$ cat config.mk
export PLATFORM = sky130hd
export DESIGN_NAME = keycode_tx
export DESIGN_NICKNAME = d
export VERILOG_FILES = /design/src/rtl/keycode_tx.sv
export SDC_FILE = /design/constraint.sdc
export NUM_CORES = 1
export LEC_CHECK = 0
export ABC_AREA = 1
export CAP_MARGIN = 30
export CORE_MARGIN = 4
export CORE_UTILIZATION = 45
export CTS_CLUSTER_SIZE = 14
export DETAILED_ROUTE_END_ITERATION = 12
export PLACE_DENSITY = 0.63
export SETUP_SLACK_MARGIN = 0.15
export SLEW_MARGIN = 5
export SYNTH_ARGS = -nofsm -noshare
export SYNTH_HDL_FRONTEND = slang
export SYNTH_SLANG_ARGS = --single-unit
export TNS_END_PERCENT = 5
$ cat constraint.sdc
create_clock -name clk -period 2.11 [get_ports clk]
set_input_delay 0.5275 -clock clk [delete_from_list [all_inputs] [get_ports clk]]
set_output_delay 0.5275 -clock clk [all_outputs]
set_load 0.01 [all_outputs]
$ cat src/rtl/keycode_tx.sv
// keycode_tx -- transmit side of the keypad-lock interface.
// Sends a latched DIGITS-digit code to a keylock, one 4-bit digit per
// cycle (optionally separated by GAP idle cycles), then samples the lock's
// locked output for up to TIMEOUT cycles to decide success or failure.
//
// Ports:
//   clk        rising-edge clock
//   reset      asynchronous, active-high reset
//   start      begin a transmission (only honoured in IDLE)
//   code_in    code to send, digit 0 in [3:0] goes first
//   locked_in  keylock locked output (1 = locked), looked at only in WAIT
//   key_out    registered digit to the lock, 4'hF when no digit is sent
//   key_valid  registered, high exactly when key_out carries a digit
//   busy       high during SEND / GAP / WAIT
//   done       one-cycle completion pulse
//   success    result of last transmission, held until next start
//   bad_code   latched code held a digit > 9, held like success
module keycode_tx #(
    parameter int DIGITS  = 6,
    parameter int GAP     = 0,
    parameter int TIMEOUT = 8
) (
    input  logic                  clk,
    input  logic                  reset,
    input  logic                  start,
    input  logic [4*DIGITS-1:0]   code_in,
    input  logic                  locked_in,
    output logic [3:0]            key_out,
    output logic                  key_valid,
    output logic                  busy,
    output logic                  done,
    output logic                  success,
    output logic                  bad_code
);

    localparam int IW = $clog2(DIGITS + 1);
    localparam int TW = $clog2(TIMEOUT + 1);

    typedef enum logic [2:0] {IDLE, SEND, GAPS, WAIT, DONE} state_t;

    state_t              state, state_nxt;
    logic [IW-1:0]       idx, idx_nxt;
    logic [3:0]          gap_cnt, gap_nxt;
    logic [TW-1:0]       to_cnt, to_nxt;
    logic [4*DIGITS-1:0] code_r;
    logic                latch;
    logic                succ_nxt, bad_nxt;
    logic                code_bad;
    logic [4*DIGITS-1:0] src;
    logic [3:0]          key_nxt;
    logic                valid_nxt, busy_nxt, done_nxt;

    // Validity check looks at code_in directly so a bad code is caught on
    // the accepting edge itself.
    always_comb begin
        code_bad = 1'b0;
        for (int i = 0; i < DIGITS; i++)
            if (code_in[4*i +: 4] > 4'd9) code_bad = 1'b1;
    end

    // State / counter register, plus the registered outputs.
    always_ff @(posedge clk or posedge reset) begin
        if (reset) begin
            state     <= IDLE;
            idx       <= '0;
            gap_cnt   <= '0;
            to_cnt    <= '0;
            code_r    <= '0;
            key_out   <= 4'hF;
            key_valid <= 1'b0;
            busy      <= 1'b0;
            done      <= 1'b0;
            success   <= 1'b0;
            bad_code  <= 1'b0;
        end else begin
            state     <= state_nxt;
            idx       <= idx_nxt;
            gap_cnt   <= gap_nxt;
            to_cnt    <= to_nxt;
            if (latch) code_r <= code_in;
            key_out   <= key_nxt;
            key_valid <= valid_nxt;
            busy      <= busy_nxt;
            done      <= done_nxt;
            success   <= succ_nxt;
            bad_code  <= bad_nxt;
        end
    end

    // Next-state and counter logic.
    always_comb begin
        state_nxt = state;
        idx_nxt   = idx;
        gap_nxt   = gap_cnt;
        to_nxt    = to_cnt;
        latch     = 1'b0;
        succ_nxt  = success;
        bad_nxt   = bad_code;
        case (state)
            IDLE: begin
                if (start) begin
                    latch    = 1'b1;
                    succ_nxt = 1'b0;
                    bad_nxt  = 1'b0;
                    idx_nxt  = '0;
                    if (code_bad) begin
                        state_nxt = DONE;
                        bad_nxt   = 1'b1;
                    end else begin
                        state_nxt = SEND;
                    end
                end
            end
            SEND: begin
                if (idx == IW'(DIGITS - 1)) begin
                    state_nxt = WAIT;
                    to_nxt    = '0;
                end else if (GAP == 0) begin
                    idx_nxt = idx + 1'b1;
                end else begin
                    state_nxt = GAPS;
                    gap_nxt   = '0;
                end
            end
            GAPS: begin
                if (gap_cnt == 4'(GAP - 1)) begin
                    state_nxt = SEND;
                    idx_nxt   = idx + 1'b1;
                end else begin
                    gap_nxt = gap_cnt + 1'b1;
                end
            end
            WAIT: begin
                if (!locked_in) begin
                    state_nxt = DONE;
                    succ_nxt  = 1'b1;
                end else if (to_cnt == TW'(TIMEOUT - 1)) begin
                    state_nxt = DONE;
                end else begin
                    to_nxt = to_cnt + 1'b1;
                end
            end
            DONE:    state_nxt = IDLE;
            default: state_nxt = IDLE;
        endcase
    end

    // Output values for the next cycle, derived from the next state so the
    // outputs come straight from flops. On the accepting edge the latched
    // copy is not yet loaded, so digit 0 is taken from code_in.
    always_comb begin
        src       = (state == IDLE) ? code_in : code_r;
        key_nxt   = 4'hF;
        valid_nxt = 1'b0;
        if (state_nxt == SEND) begin
            valid_nxt = 1'b1;
            for (int i = 0; i < DIGITS; i++)
                if (idx_nxt == IW'(i)) key_nxt = src[4*i +: 4];
        end
        busy_nxt = (state_nxt == SEND) || (state_nxt == GAPS) || (state_nxt == WAIT);
        done_nxt = (state_nxt == DONE);
    end

endmodule
* Word level (Yosys, flattened, before mapping)
Index checks and enable logic that the tools add are counted.
** Word-level totals
- Register bits after elaboration :: 47
- Bits of input ports :: 28
- Logic and storage cells :: 87
- Output and inout bits :: 9
** Operators by class
- Muxes and demuxes :: 36
- Reductions and logical operators :: 10
- Equality and inequality tests :: 20
- Bitwise gates (word level) :: 1
- Add/subtract/negate cells :: 3
- $lt $le $gt $ge :: 6
** Operators by type and width (number)
- $mux W4 :: 10
- $mux W3 :: 9
- $gt A4 B4 Y1 const B :: 6
- $mux W24 :: 1
- $eq A3 B2 Y1 const B :: 6
- $eq A3 B3 Y1 const B :: 4
- $mux W1 :: 12
- $pmux W3 S4 :: 1
- $ne A2 B2 Y1 const B :: 5
- $eq A3 B1 Y1 const B :: 3
- $pmux W3 S3 :: 1
- $add A4 B1 Y4 const B :: 2
- $pmux W4 S2 :: 1
- $logic_not A3 Y1 :: 2
- $eq A4 B3 Y1 const B :: 1
- $eq A4 B4 Y1 const B :: 1
- $reduce_and A2 Y1 :: 2
- $reduce_and A4 Y1 :: 1
- $reduce_bool A2 Y1 :: 2
- $add A3 B1 Y3 const B :: 1
- $reduce_and A3 Y1 :: 1
- $logic_or A1 B1 Y1 :: 2
- $pmux W1 S2 :: 1
- $not A1 Y1 :: 1

* Depth between registers and ports, before layout
- Word-level depth :: 13
- Depth in mapped cells :: 13
- Depth with buffers taken out :: 13

* Worst setup path before layout
Ideal clock, no wire load.
- Kind :: register to register
- Start point :: register gap_cnt[0]
- End point :: register key_out[0]
- Slack :: 519 ps
- Stages on the path, launching flop included :: 10
- Clock period less this slack :: 1591 ps
- Arrival time :: 1531 ps
- Buffers on the path :: 1
- Data required time :: 2050 ps
- Cells stage by stage :: dfrtp_1 > ha_1 > nand3_1 > nand2_1 > nand3_1 > nand4_4 > buf_6 > nor3b_1 > nor2_1 > nand2_1
** On the way
- Word-level cells in the longest chain between the ends :: 11
- Elaborated cells on any way between the ends :: 19
- Those cells by class :: eq/ne (7); mux (11); reduce/logical (1)
** RTL lines
- start, declared :: RTL line 43 : logic [3:0] gap_cnt, gap_nxt;
- start signal, assigned :: RTL line 78 : gap_cnt <= gap_nxt;
- $eq A4 B4 Y1 * :: RTL line 126 : if (gap_cnt == 4'(GAP - 1)) begin
- $mux W3 * :: RTL line 126
- $pmux W3 S3 * :: RTL line 99 : case (state)
- named net idx_nxt[0] :: RTL line 42 : logic [IW-1:0] idx, idx_nxt;
- $logic_not A3 Y1 :: RTL line 158 : if (idx_nxt == IW'(i)) key_nxt = src[4*i +: 4];
- $mux W4 (5 in a row) :: RTL line 158
- $mux W4 * :: RTL line 158
- $mux W4 * :: RTL line 155 : if (state_nxt == SEND) begin
- named net key_nxt[0] :: RTL line 50 : logic [3:0] key_nxt;
- end signal, assigned :: RTL line 81 : key_out <= key_nxt;
- end, declared :: RTL line 28 : output logic [3:0] key_out,
The timed path passes the listed nets; every way through them passes the cells marked *.
A chain may end at the register's enable or synchronous reset.

* Final worst setup path
- Start point :: register key_out[1]
- End point :: output port key_out[1]
No word-level cell between the ends.

==> run summary <==
Die Width -> 86.0 µm
Hold Crit Class -> flop to flop
Worst Clk Skew -> 0.00340 ns
synth warn -> 0
Critical R2R Launch -> idx[1]
count of final setup violators -> 0
P_leak -> 0.00162 µW
ranking of synthesized cells by area -> dfrtp_1 (39%), nand2_1 (13%), o21ai_0 (7.1%), inv_1 (5.5%), dfstp_2 (3.8%)
grt ovf -> 0
post-detail-place hpwl -> 4460 µm
crit share post-route -> 89.2%
largest net degree at the start of global routing -> 48
CTS tree -> yes
Cell Area, Synth -> 2740 µm²
ANT cells -> 0
Vias -> 2364
reg2reg path depth -> 13
top_reg_cell synth -> dfrtp_1
Gate Count Post-Synth -> 361
max_slew headroom -> 79.3%
Yosys top cell by area -> dfrtp_1
CP Launch Type -> flop
WS Path Type -> flop to output pin
Worst path slowest cell -> clkdlybuf4s50_1
Initial Util -> 46.3%
I/O pin count -> 37
total negative slack -> 0 ns
crit-path max cell delay -> 0.54 ns
final hold viol count -> 0
vias per cell -> 4.89
crit path max fanout -> 1
Post-synth EDFFs -> 0
#FFs+latches synth -> 47
first-pass GRT wire length -> 10300 µm
cell with the most instances after synthesis -> nand2_1
Clock Pin Slew Worst Setup and Hold Paths -> 0.09 ns
Slew @ Worst Pin -> 0.310 ns
share of cells above drive strength 1 -> 16.2%
final antenna-violating net count -> 0
Max-Cap Viols -> 0
Critical path buffers and inverters -> 1
maximum clock frequency -> 531 MHz
row cnt -> 28
post-route cell area -> 3430 µm²
Worst R2R End -> key_out[0]
Crit. End Element -> output pin
reg-to-reg slack, setup -> 0.30 ns
Total Die Area -> 7400 µm²
cts bufs inserted -> 5
CP delay by family, top -> buffers and inverters
placed instance area -> 3250 µm²
worst hold path cell count -> 2
port bufs -> 36
Post-Syn Area per Cell -> 7.59 µm²
Max IR drop VDD -> 0.414 mV
Clock Latency Late Sink -> 0.30 ns
RSZ-0062 raised after global routing -> false
Iteration-0 DRC Markers -> 110
Min-Delay Startpoint -> code_r[3]
gpl congestion -> 0.785
Yosys cell types -> 34
CP startpoint -> key_out[1]
GRT Total Usage -> 17.5%
clk buf depth -> 2
status -> finished, final reports clean
Synth top area share -> 39.3%
Synth top cells by count -> nand2_1 (98), dfrtp_1 (43), inv_1 (40)
Max Slew Vio Count -> 0
Synth async-reset ratio -> 100%
part of the Yosys area used for sequential elements -> 43.1%
Final #Nets -> 439
worst path required time -> 1.58 ns
CP cell instances -> clkdlybuf4s50_1
P&R area growth vs syn -> 25.2%
WL/cell -> 12.6 µm
worst-case hold path end point -> code_r[3]
initial antenna violation count -> 0
Floorplan Core Area -> 5920 µm²
minimum clock period -> 1.88 ns
number of global-route vias before repair -> 2225
Syn Nets -> 393
DRC viols -> 0
clock sink total -> 47
routed wire length -> 6100 µm
drt first pass iters -> 4
H-tree lvl count -> 2
CP arrival -> 1.36 ns
PwrDens -> 765 nW/µm²
CTS root buffer -> clkbuf_8
Die Height -> 86.0 µm
-- cell usage in the layout, fill, tap and decap left out, types with 3 or more instances in the layout --
cell type	instances
a21oi_1	16
buf_12	4
buf_4	10
clkbuf_8	6
clkdlybuf4s50_1	36
dfrtp_1	42
dfstp_2	4
ha_1	3
inv_1	39
inv_2	8
nand2_1	96
nand2_2	6
nand3_1	14
nand3_2	6
nand4_1	7
nor2_1	27
nor2_2	4
nor2_4	4
nor3b_1	3
o21ai_0	38
o21ai_1	14
-- area by class of cell --
cell class | instances | area (µm²)
clock inverters | 2 | 35.0
clock buffers | 6 | 82.6
repair buffers | 50 | 515
inverters | 48 | 185
multi-input cells | 255 | 1340
well taps | 75 | 93.8
fillers | 544 | 2490
flip-flops and latches | 47 | 1180
-- report_power, final --
group          switching (µW)  total [µW]  internal, µW
combinational             424         770           345
sequential                101        1170          1070
clock                     301         684           383
-- tightest hold or removal path, cell delays in order (launching register included) --
cell	delay, ns
dfrtp_1	0.35
nand2_1	0.05
o21ai_0	0.06
-- flip-flops by register name, indices dropped and copies added, names as in the netlist --
name,cells
key_valid,1
to_cnt,4
gap_cnt,4
idx,3
busy,1
success,1
done,1
state,3
bad_code,1
code_r,24
key_out,4
-- routing by layer --
| metal | up-vias | GRT usage, % | share of wire, % |
|---|---|---|---|
| li1 | 1254 | - | - |
| met1 | 1056 | 25.2 | 50 |
| met2 | 45 | 26.5 | 44 |
| met3 | 9 | 3.36 | 4.2 |
| met4 | 0 | 5.61 | 1.7 |
| met5 | - | 0 | 0 |
-- what timing repair did --
item,in CTS,in global routing
hold buffers,0,0
gates resized for setup,0,10
setup buffers,0,3
setup endpoints to repair,0,4
-- worst max-delay path by stage --
stage                 end  cells past startpoint
2_1_floorplan    bad_code                      1
6_report       key_out[1]                      1
3_5_place_dp   key_out[2]                      9
4_1_cts        key_out[2]                      1
5_1_grt        key_out[1]                     12
3_3_place_gp   key_out[2]                      9
-- cells by family (layout without fill, tap and decap cells) --
group           count (synthesis)  after routing  synth area share, %
fa+ha+maj                       4              4                 1.83
xor+xnor                        2              2                0.640
compound gates                 73             73                 14.3
simple gates                  176            176                 30.7
flops                          47             47                 43.1
buf+inv                        59            106                 9.41
-- stage by stage --
stage | hold slack, ns | cells | setup slack (ns) | power [µW] | util [%]
after floorplan | 0.453 | 361 | 0.473 | 1660 | -
after global placement | 0.467 | 472 | -0.00292 | 1900 | 54.9
after detailed placement | 0.474 | 472 | -0.0298 | 1910 | 54.9
after CTS | 0.496 | 480 | 0.212 | 2620 | 56.9
after global routing | 0.524 | 483 | 0.141 | 2810 | 57.9
final | 0.493 | 483 | 0.227 | 2620 | 57.9
(Power assumes the default switching activity.)
